===== src/rtl/border_draw_ctrl.sv =====
// rtl/border_draw_ctrl.sv - border draw/erase sequencer feeding the 160x120 vga_adapter
// Walks top, bottom, left, right edges one pixel per step_en; start/done handshake.
module border_draw_ctrl #(
  parameter logic [7:0] X_MIN  = 8'd15,
  parameter logic [7:0] X_MAX  = 8'd144,
  parameter logic [6:0] Y_TOP  = 7'd20,
  parameter logic [6:0] Y_BOT  = 7'd105,
  parameter logic [2:0] COLOUR = 3'b111
) (
  input  logic       clk,
  input  logic       reset,
  input  logic       start,
  input  logic       erase,
  input  logic       step_en,
  input  logic       abort,
  output logic [7:0] x,
  output logic [6:0] y,
  output logic [2:0] colour,
  output logic       plot,
  output logic       busy,
  output logic       done
);

  localparam logic [6:0] Y_FIRST = Y_TOP + 7'd1;
  localparam logic [6:0] Y_LAST  = Y_BOT - 7'd1;

  typedef enum logic [2:0] {
    S_IDLE,
    S_TOP,
    S_BOTTOM,
    S_LEFT,
    S_RIGHT,
    S_DONE
  } state_t;

  state_t     state;
  logic [7:0] cx;
  logic [6:0] cy;
  logic [2:0] col;
  // set on the final RIGHT pixel so done lands one cycle after the last plot
  logic       last_px;

  assign busy = (state != S_IDLE);

  always_ff @(posedge clk or negedge reset) begin
    if (!reset) begin
      state   <= S_IDLE;
      cx      <= 8'd0;
      cy      <= 7'd0;
      col     <= 3'b000;
      last_px <= 1'b0;
      x       <= 8'd0;
      y       <= 7'd0;
      colour  <= 3'b000;
      plot    <= 1'b0;
      done    <= 1'b0;
    end else begin
      plot <= 1'b0;
      done <= 1'b0;
      case (state)
        S_IDLE: begin
          if (start) begin
            state   <= S_TOP;
            cx      <= X_MIN;
            cy      <= Y_TOP;
            col     <= erase ? 3'b000 : COLOUR;
            last_px <= 1'b0;
          end
        end

        S_DONE: begin
          state <= S_IDLE;
        end

        default: begin
          if (abort) begin
            state   <= S_IDLE;
            last_px <= 1'b0;
          end else if (last_px) begin
            state   <= S_DONE;
            done    <= 1'b1;
            last_px <= 1'b0;
          end else if (step_en) begin
            x      <= cx;
            y      <= cy;
            colour <= col;
            plot   <= 1'b1;
            case (state)
              S_TOP: begin
                if (cx == X_MAX) begin
                  state <= S_BOTTOM;
                  cx    <= X_MIN;
                  cy    <= Y_BOT;
                end else begin
                  cx <= cx + 8'd1;
                end
              end
              S_BOTTOM: begin
                if (cx == X_MAX) begin
                  state <= S_LEFT;
                  cx    <= X_MIN;
                  cy    <= Y_FIRST;
                end else begin
                  cx <= cx + 8'd1;
                end
              end
              S_LEFT: begin
                if (cy == Y_LAST) begin
                  state <= S_RIGHT;
                  cx    <= X_MAX;
                  cy    <= Y_FIRST;
                end else begin
                  cy <= cy + 7'd1;
                end
              end
              S_RIGHT: begin
                if (cy == Y_LAST) begin
                  last_px <= 1'b1;
                end else begin
                  cy <= cy + 7'd1;
                end
              end
              default: begin
                state <= S_IDLE;
              end
            endcase
          end
        end
      endcase
    end
  end

endmodule


===== config.mk =====
export PLATFORM = sky130hd
export DESIGN_NAME = border_draw_ctrl
export DESIGN_NICKNAME = d
export VERILOG_FILES = /design/src/rtl/border_draw_ctrl.sv
export SDC_FILE = /design/constraint.sdc
export NUM_CORES = 1
export LEC_CHECK = 0
export CAP_MARGIN = 10
export CORE_ASPECT_RATIO = 1.4
export CORE_MARGIN = 2
export CORE_UTILIZATION = 45
export CTS_BUF_LIST = sky130_fd_sc_hd__clkbuf_8
export CTS_CLUSTER_SIZE = 28
export DETAILED_ROUTE_END_ITERATION = 10
export PLACE_DENSITY = 0.67
export SLEW_MARGIN = 40
export SYNTH_ARGS = -nofsm -noshare
export SYNTH_HDL_FRONTEND = slang
export SYNTH_SLANG_ARGS = --single-unit

===== constraint.sdc =====
create_clock -name clk -period 2.2 [get_ports clk]
set_input_delay 0.33 -clock clk [delete_from_list [all_inputs] [get_ports clk]]
set_output_delay 0.33 -clock clk [all_outputs]
set_load 0.02 [all_outputs]

=== Yosys cells after proc, flatten, opt, wreduce, memory -nomap -nowiden ===
Index checks and enable logic that the tools add are counted.

* Output and inout bits: 21
* Flip-flop bits (word level): 42

* $add $sub $neg: 2
* Mux-type cells: 42
* Reductions and logical operators: 14
* Bitwise gates (word level): 4
* Equal/unequal tests: 18

{| class="wikitable"
|+ Operator list
! kind !! number
|-
| $mux W7 || 8
|-
| $mux W8 || 6
|-
| $pmux W8 S2 || 2
|-
| $pmux W7 S4 || 1
|-
| $mux W3 || 8
|-
| $ne A6 B6 Y1 const B || 3
|-
| $pmux W7 S2 || 1
|-
| $mux W1 || 13
|-
| $pmux W3 S4 || 1
|-
| $reduce_bool A5 Y1 || 2
|-
| $ne A3 B3 Y1 const B || 3
|-
| $reduce_and A9 Y1 || 1
|-
| $add A8 B1 Y8 const B || 1
|-
| $eq A8 B8 Y1 const B || 1
|-
| $add A7 B1 Y7 const B || 1
|-
| $eq A7 B7 Y1 const B || 1
|-
| $reduce_and A7 Y1 || 1
|-
| $eq A3 B2 Y1 const B || 2
|-
| $eq A3 B3 Y1 const B || 2
|-
| $pmux W3 S2 || 1
|-
| $reduce_and A6 Y1 || 1
|-
| $reduce_bool A3 Y1 || 2
|-
| $ne A5 B3 Y1 const B || 1
|-
| $ne A2 B1 Y1 const B || 2
|-
| 10 further kinds || 15
|}

=== Logic depth before layout (Yosys ltp) ===
* Word-level depth: 7
* Gate-level depth with buffers: 8
* Depth with buffers taken out: 7

=== Worst setup path before layout ===
Ideal clock, no wire load.

* Path type: register -> register
* Start: register cy[0]
* End: register cx[6]
* Arrival: 1,716 ps
* Library setup time: 121 ps
* Path buffers: 1
* Path slack: 363 ps
* Cell stages (with the launch flop): 9
* Cells stage by stage: dfrtp_1 > inv_1 > ha_1 > and4b_1 > a21oi_1 > o211ai_1 > buf_2 > o31ai_1 > o2bb2ai_1

* Word-level cells in the longest chain between the ends: 3

{| class="wikitable"
|+ Ends and longest elaborated chain
! what !! RTL line !! source
|-
| start: declaration || 38 || <nowiki>logic [6:0] cy;</nowiki>
|-
| start signal: assignment || 113 || <nowiki>cy <= cy + 7'd1;</nowiki>
|-
| start signal: assignment || 120 || <nowiki>cy <= cy + 7'd1;</nowiki>
|-
| $eq A7 B7 Y1 || 108 || <nowiki>if (cy == Y_LAST) begin</nowiki>
|-
| $ne A3 B3 Y1 (no line) || -- ||
|-
| $reduce_and A7 Y1 (no line) || -- ||
|-
| end signal: assignment || 95 || <nowiki>cx <= cx + 8'd1;</nowiki>
|-
| end signal: assignment || 104 || <nowiki>cx <= cx + 8'd1;</nowiki>
|-
| end: declaration || 37 || <nowiki>logic [7:0] cx;</nowiki>
|}

No other way between the ends.
A chain may end at the register's enable or synchronous reset.

=== Worst setup path in the final report ===
* Start: register cx[0]
* End: register cy[6]

* Word-level cells in the longest chain between the ends: 3
* Elaborated cells between the ends (all ways): 4
* Classes of those cells: eq/ne: 3; reduce/logical: 1

{| class="wikitable"
|+ Ends and longest elaborated chain
! what !! RTL line
|-
| $eq A8 B8 Y1 * || 90, 99
|-
| $ne A3 B3 Y1 (no line) || --
|-
| $reduce_and A9 Y1 (no line) * || --
|}

Every way passes the cells marked *; elsewhere a longest branch is shown, timed or not.

==> results by group <==
Synthesis
  – Synth top area share: between 40% and 50%
  – Most common cell in the synthesized netlist: sky130_fd_sc_hd__dfrtp_1
  – Number of different library cells in the post-synthesis netlist: 55
  – Number of warnings reported in the yosys synthesis log: 0
  – Post-synth top cells: sky130_fd_sc_hd__dfrtp_1 (38), sky130_fd_sc_hd__nand2_1 (27), sky130_fd_sc_hd__o21ai_0 (24)
  – Post-synth net total: approximately 260
  – Cell type with the largest total area after synthesis: sky130_fd_sc_hd__dfrtp_1
  – Synth Area per Inst: a little under 9 um2
  – Mapped Area: 0.002227 mm2
  – Seq/Total Area, Yosys: 42.70%
  – Most used flip-flop cell after synthesis: sky130_fd_sc_hd__dfrtp_1
  – Share of synthesized registers carrying an async set or reset: 100.0%
  – Number of instances in the synthesized netlist: 249
  – Most area-consuming cells after synthesis: sky130_fd_sc_hd__dfrtp_1 (43%), sky130_fd_sc_hd__o21ai_0 (5.4%), sky130_fd_sc_hd__mux2_2 (4.6%), sky130_fd_sc_hd__nand2_1 (4.6%), sky130_fd_sc_hd__a21oi_1 (4.5%)
  – Post-synth EDFFs: 0
  – Number of synthesized register bits: 38

Floorplanning
  – DIE WIDTH: 63.46 um
  – Count of pins on the block boundary: 27
  – Core outline area: a little under 0.005 mm2
  – Standard-cell row count: 30
  – Vertical die dimension: 87.24 um
  – Die area: between 0.005 and 0.006 mm2
  – Starting Density: a little under half

GRT
  – Wire length of the first global-routing pass: roughly 8900 um
  – Antenna violations before repair: 0
  – Largest net degree at the start of global routing: 39
  – Vias in the first global route: between 1500 and 2000
  – Final global-route overflow total: 0
  – Overall routing resource usage: about a fifth

Clock network
  – CTS tree: done
  – Register clock-pin slew on the reported worst setup and hold paths: about 0.080 ns
  – Worst-case clock buffer depth: 2
  – Clock tree root buffer cell: sky130_fd_sc_hd__clkbuf_8
  – Worst-skew pair later-pin latency: a little under 0.3 ns
  – Num CTS Buffers: 5
  – Number of clock sinks: 38
  – H-tree level count: 2

Power and ir drop
  – Combinational share of power: a little over half
  – Switching power share of the total: 43.11%
  – Part of the power in the clock network: around an eighth
  – Maximum resistive drop on vdd: about 0.67 mV
  – Power Internal: around 0.0021 W
  – PD cells: about 1400 mW/mm2
  – Static leakage: 1.182 nW
  – Proportion of power drawn by flip-flops and latches: 34.3%
  – Net Sw Power: between 0.0015 and 0.002 W

Run
  – Max-cap violations: 0

STA
  – Final clock period utilization by the worst path: between 90% and 100%
  – Unrepaired setup endpoints after global routing: no
  – Setup skew after layout: approximately 0.0057 ns
  – Post-route setup slack: 0.1828 ns
  – Post-route minimum period: about 2 ns
  – Headroom to the max-slew limit: between 60% and 70%
  – Setup violators final: 0
  – Slew at the pin closest to its max-slew limit: 0.5568 ns
  – Hold Vio Cnt, Final: 0
  – Highest Clock Rate: slightly below 500 MHz
  – Final count of pins violating max slew: 0

Routing
  – Detailed-route via count: between 1500 and 2000
  – Met3 wire length: 218 um
  – Detailed-route vias per instance: about 5.7
  – Post-route DRC: 0
  – Highest metal used: met4
  – Mean routed wirelength per cell: roughly 15 um
  – First-pass detailed-route iteration total: 4
  – Iter 0 DRT Violations: between 100 and 150
  – Total length of routed met2 wires: between 2000 and 3000 um
  – M1 wire length: 2233 um
  – Remaining antenna violation count: 0
  – Drt total wl: 5170 um

Cells and area
  – FF/Latch Area: 952.2 um2
  – Count of fill cells added during filler insertion: ~470
  – Combined area of the multi-input logic cells: between 0.001 and 0.0015 mm2
  – Fin cells: 347
  – Post-layout instance area: 0.002695 mm2
  – Share of post-route cells with drive strength above 1: 17.67%
  – Post-layout util: a little under three fifths
  – Number of inserted diodes: 0
  – Growth of design area from synthesis to finish: 21.01%
  – Nets: around 290

Critical path
  – Data arrival at the endpoint of the critical path: around 2.2 ns
  – Critical path peak fanout: 10
  – Kind of start point of the critical path: flop
  – Critical Setup Path Class: flop to flop
  – R2r startpoint: cx[0]
  – Worst-case register-to-register setup slack: 0.18 ns
  – Critical path data required time: around 2.4 ns
  – Endpoint class of the critical path: flop
  – Reg-to-reg endpoint: cy[6]
  – Path depth of the worst reg2reg path: 7

Placed design
  – Placed instance count: ~340
  – Gp weighted congestion: 0.8778
  – Cell area after placement: 0.002596 mm2
  – HPWL after detailed placement: roughly 3700 um
  – Number of I/O port buffers: 26
  – Pre-CTS worst setup slack: -0.1335 ns

Hold path
  – Worst min-delay path category: primary input to async pin

Outcome
  – Status: complete, no violations
flip-flops by register name (all words and copies together) (netlist names):
register  cells
col           1
colour        1
cx            8
cy            7
done          1
last_px       1
plot          1
state         3
x             8
y             7
per-stage QoR:
stage	hold slack, ns	setup TNS [ns]	power (W)
after floorplan	0.03441	0	0.002474
after global placement	0.4510	-0.1697	0.003112
after detailed placement	0.3320	-1.019	0.003153
after CTS	0.01370	0	0.003624
after global routing	0.03591	0	0.003936
final	0.00004863	0	0.003642
how the worst max path moves through the flow:
stage,from,to
after global routing,cx[1],cy[6]
after CTS,state[2],busy
after global placement,step_en,cy[6]
final,cx[0],cy[6]
after floorplan,cy[0],cx[6]
after detailed placement,step_en,cy[6]
logic make-up after synthesis:
logic type | share of synthesized area, %
xor+xnor | 1.573
flops | 42.70
compound gates | 23.60
mux | 4.551
buf+inv | 6.854
simple gates | 18.48
fa+ha+maj | 2.247
layout by cell type, fill, tap and decap left out, types with 4 or more instances in the layout:
master | synthesis | final
sky130_fd_sc_hd__dfrtp_1 | 38 | 37
sky130_fd_sc_hd__nand2_1 | 27 | 27
sky130_fd_sc_hd__o21ai_0 | 24 | 24
sky130_fd_sc_hd__clkdlybuf4s50_1 | 0 | 24
sky130_fd_sc_hd__a21oi_1 | 20 | 20
sky130_fd_sc_hd__buf_4 | 2 | 20
sky130_fd_sc_hd__nor2_1 | 16 | 16
sky130_fd_sc_hd__inv_1 | 14 | 14
sky130_fd_sc_hd__mux2_2 | 9 | 9
sky130_fd_sc_hd__nand3_1 | 9 | 9
sky130_fd_sc_hd__nor3_1 | 6 | 6
sky130_fd_sc_hd__o211ai_1 | 6 | 6
sky130_fd_sc_hd__clkbuf_8 | 0 | 5
sky130_fd_sc_hd__nand2b_1 | 4 | 4
sky130_fd_sc_hd__o31ai_1 | 4 | 4
sky130_fd_sc_hd__ha_1 | 4 | 4
critical path, stage by stage, from the launching register on:
cell and delay (ns):
sky130_fd_sc_hd__dfrtp_1 0.41, sky130_fd_sc_hd__inv_1 0.11, sky130_fd_sc_hd__ha_1 0.19, sky130_fd_sc_hd__nand4b_1 0.15, sky130_fd_sc_hd__o211a_1 0.26, sky130_fd_sc_hd__a211o_2 0.36, sky130_fd_sc_hd__buf_4 0.17, sky130_fd_sc_hd__o41ai_2 0.26
cell type report:
class                           count  share of cell area [%]
Multi-Input combinational cell    178                   41.74
Sequential cell                    38                   35.33
Timing Repair Buffer               45                   14.95
Tap cell                           64                   2.971
Clock buffer                        5                   2.553
Inverter                           15                   2.089
Clock inverter                      2                  0.3714
per-layer routing:
| layer | GRT usage [%] | up-vias |
|---|---|---|
| met5 | 0 | - |
| met4 | 9.486 | 0 |
| met3 | 3.622 | 13 |
| met2 | 34.35 | 59 |
| met1 | 26.00 | 946 |
| li1 | - | 961 |
power groups by stage:
stage | Combinational, W | Clock [W] | Sequential [W]
after floorplan | 0.00120 | 0 | 0.00128
after global placement | 0.00185 | 0 | 0.00126
after detailed placement | 0.00189 | 0 | 0.00126
after CTS | 0.00190 | 0.000479 | 0.00125
after global routing | 0.00212 | 0.000511 | 0.00131
final | 0.00193 | 0.000462 | 0.00125
timing repair:
action | in CTS | in global routing
buffers inserted | 0 | 2
setup endpoints to repair | 0 | 7
gates resized for setup | 0 | 3
hold buffers | 0 | 0
Power figures use the tool's default switching activity.
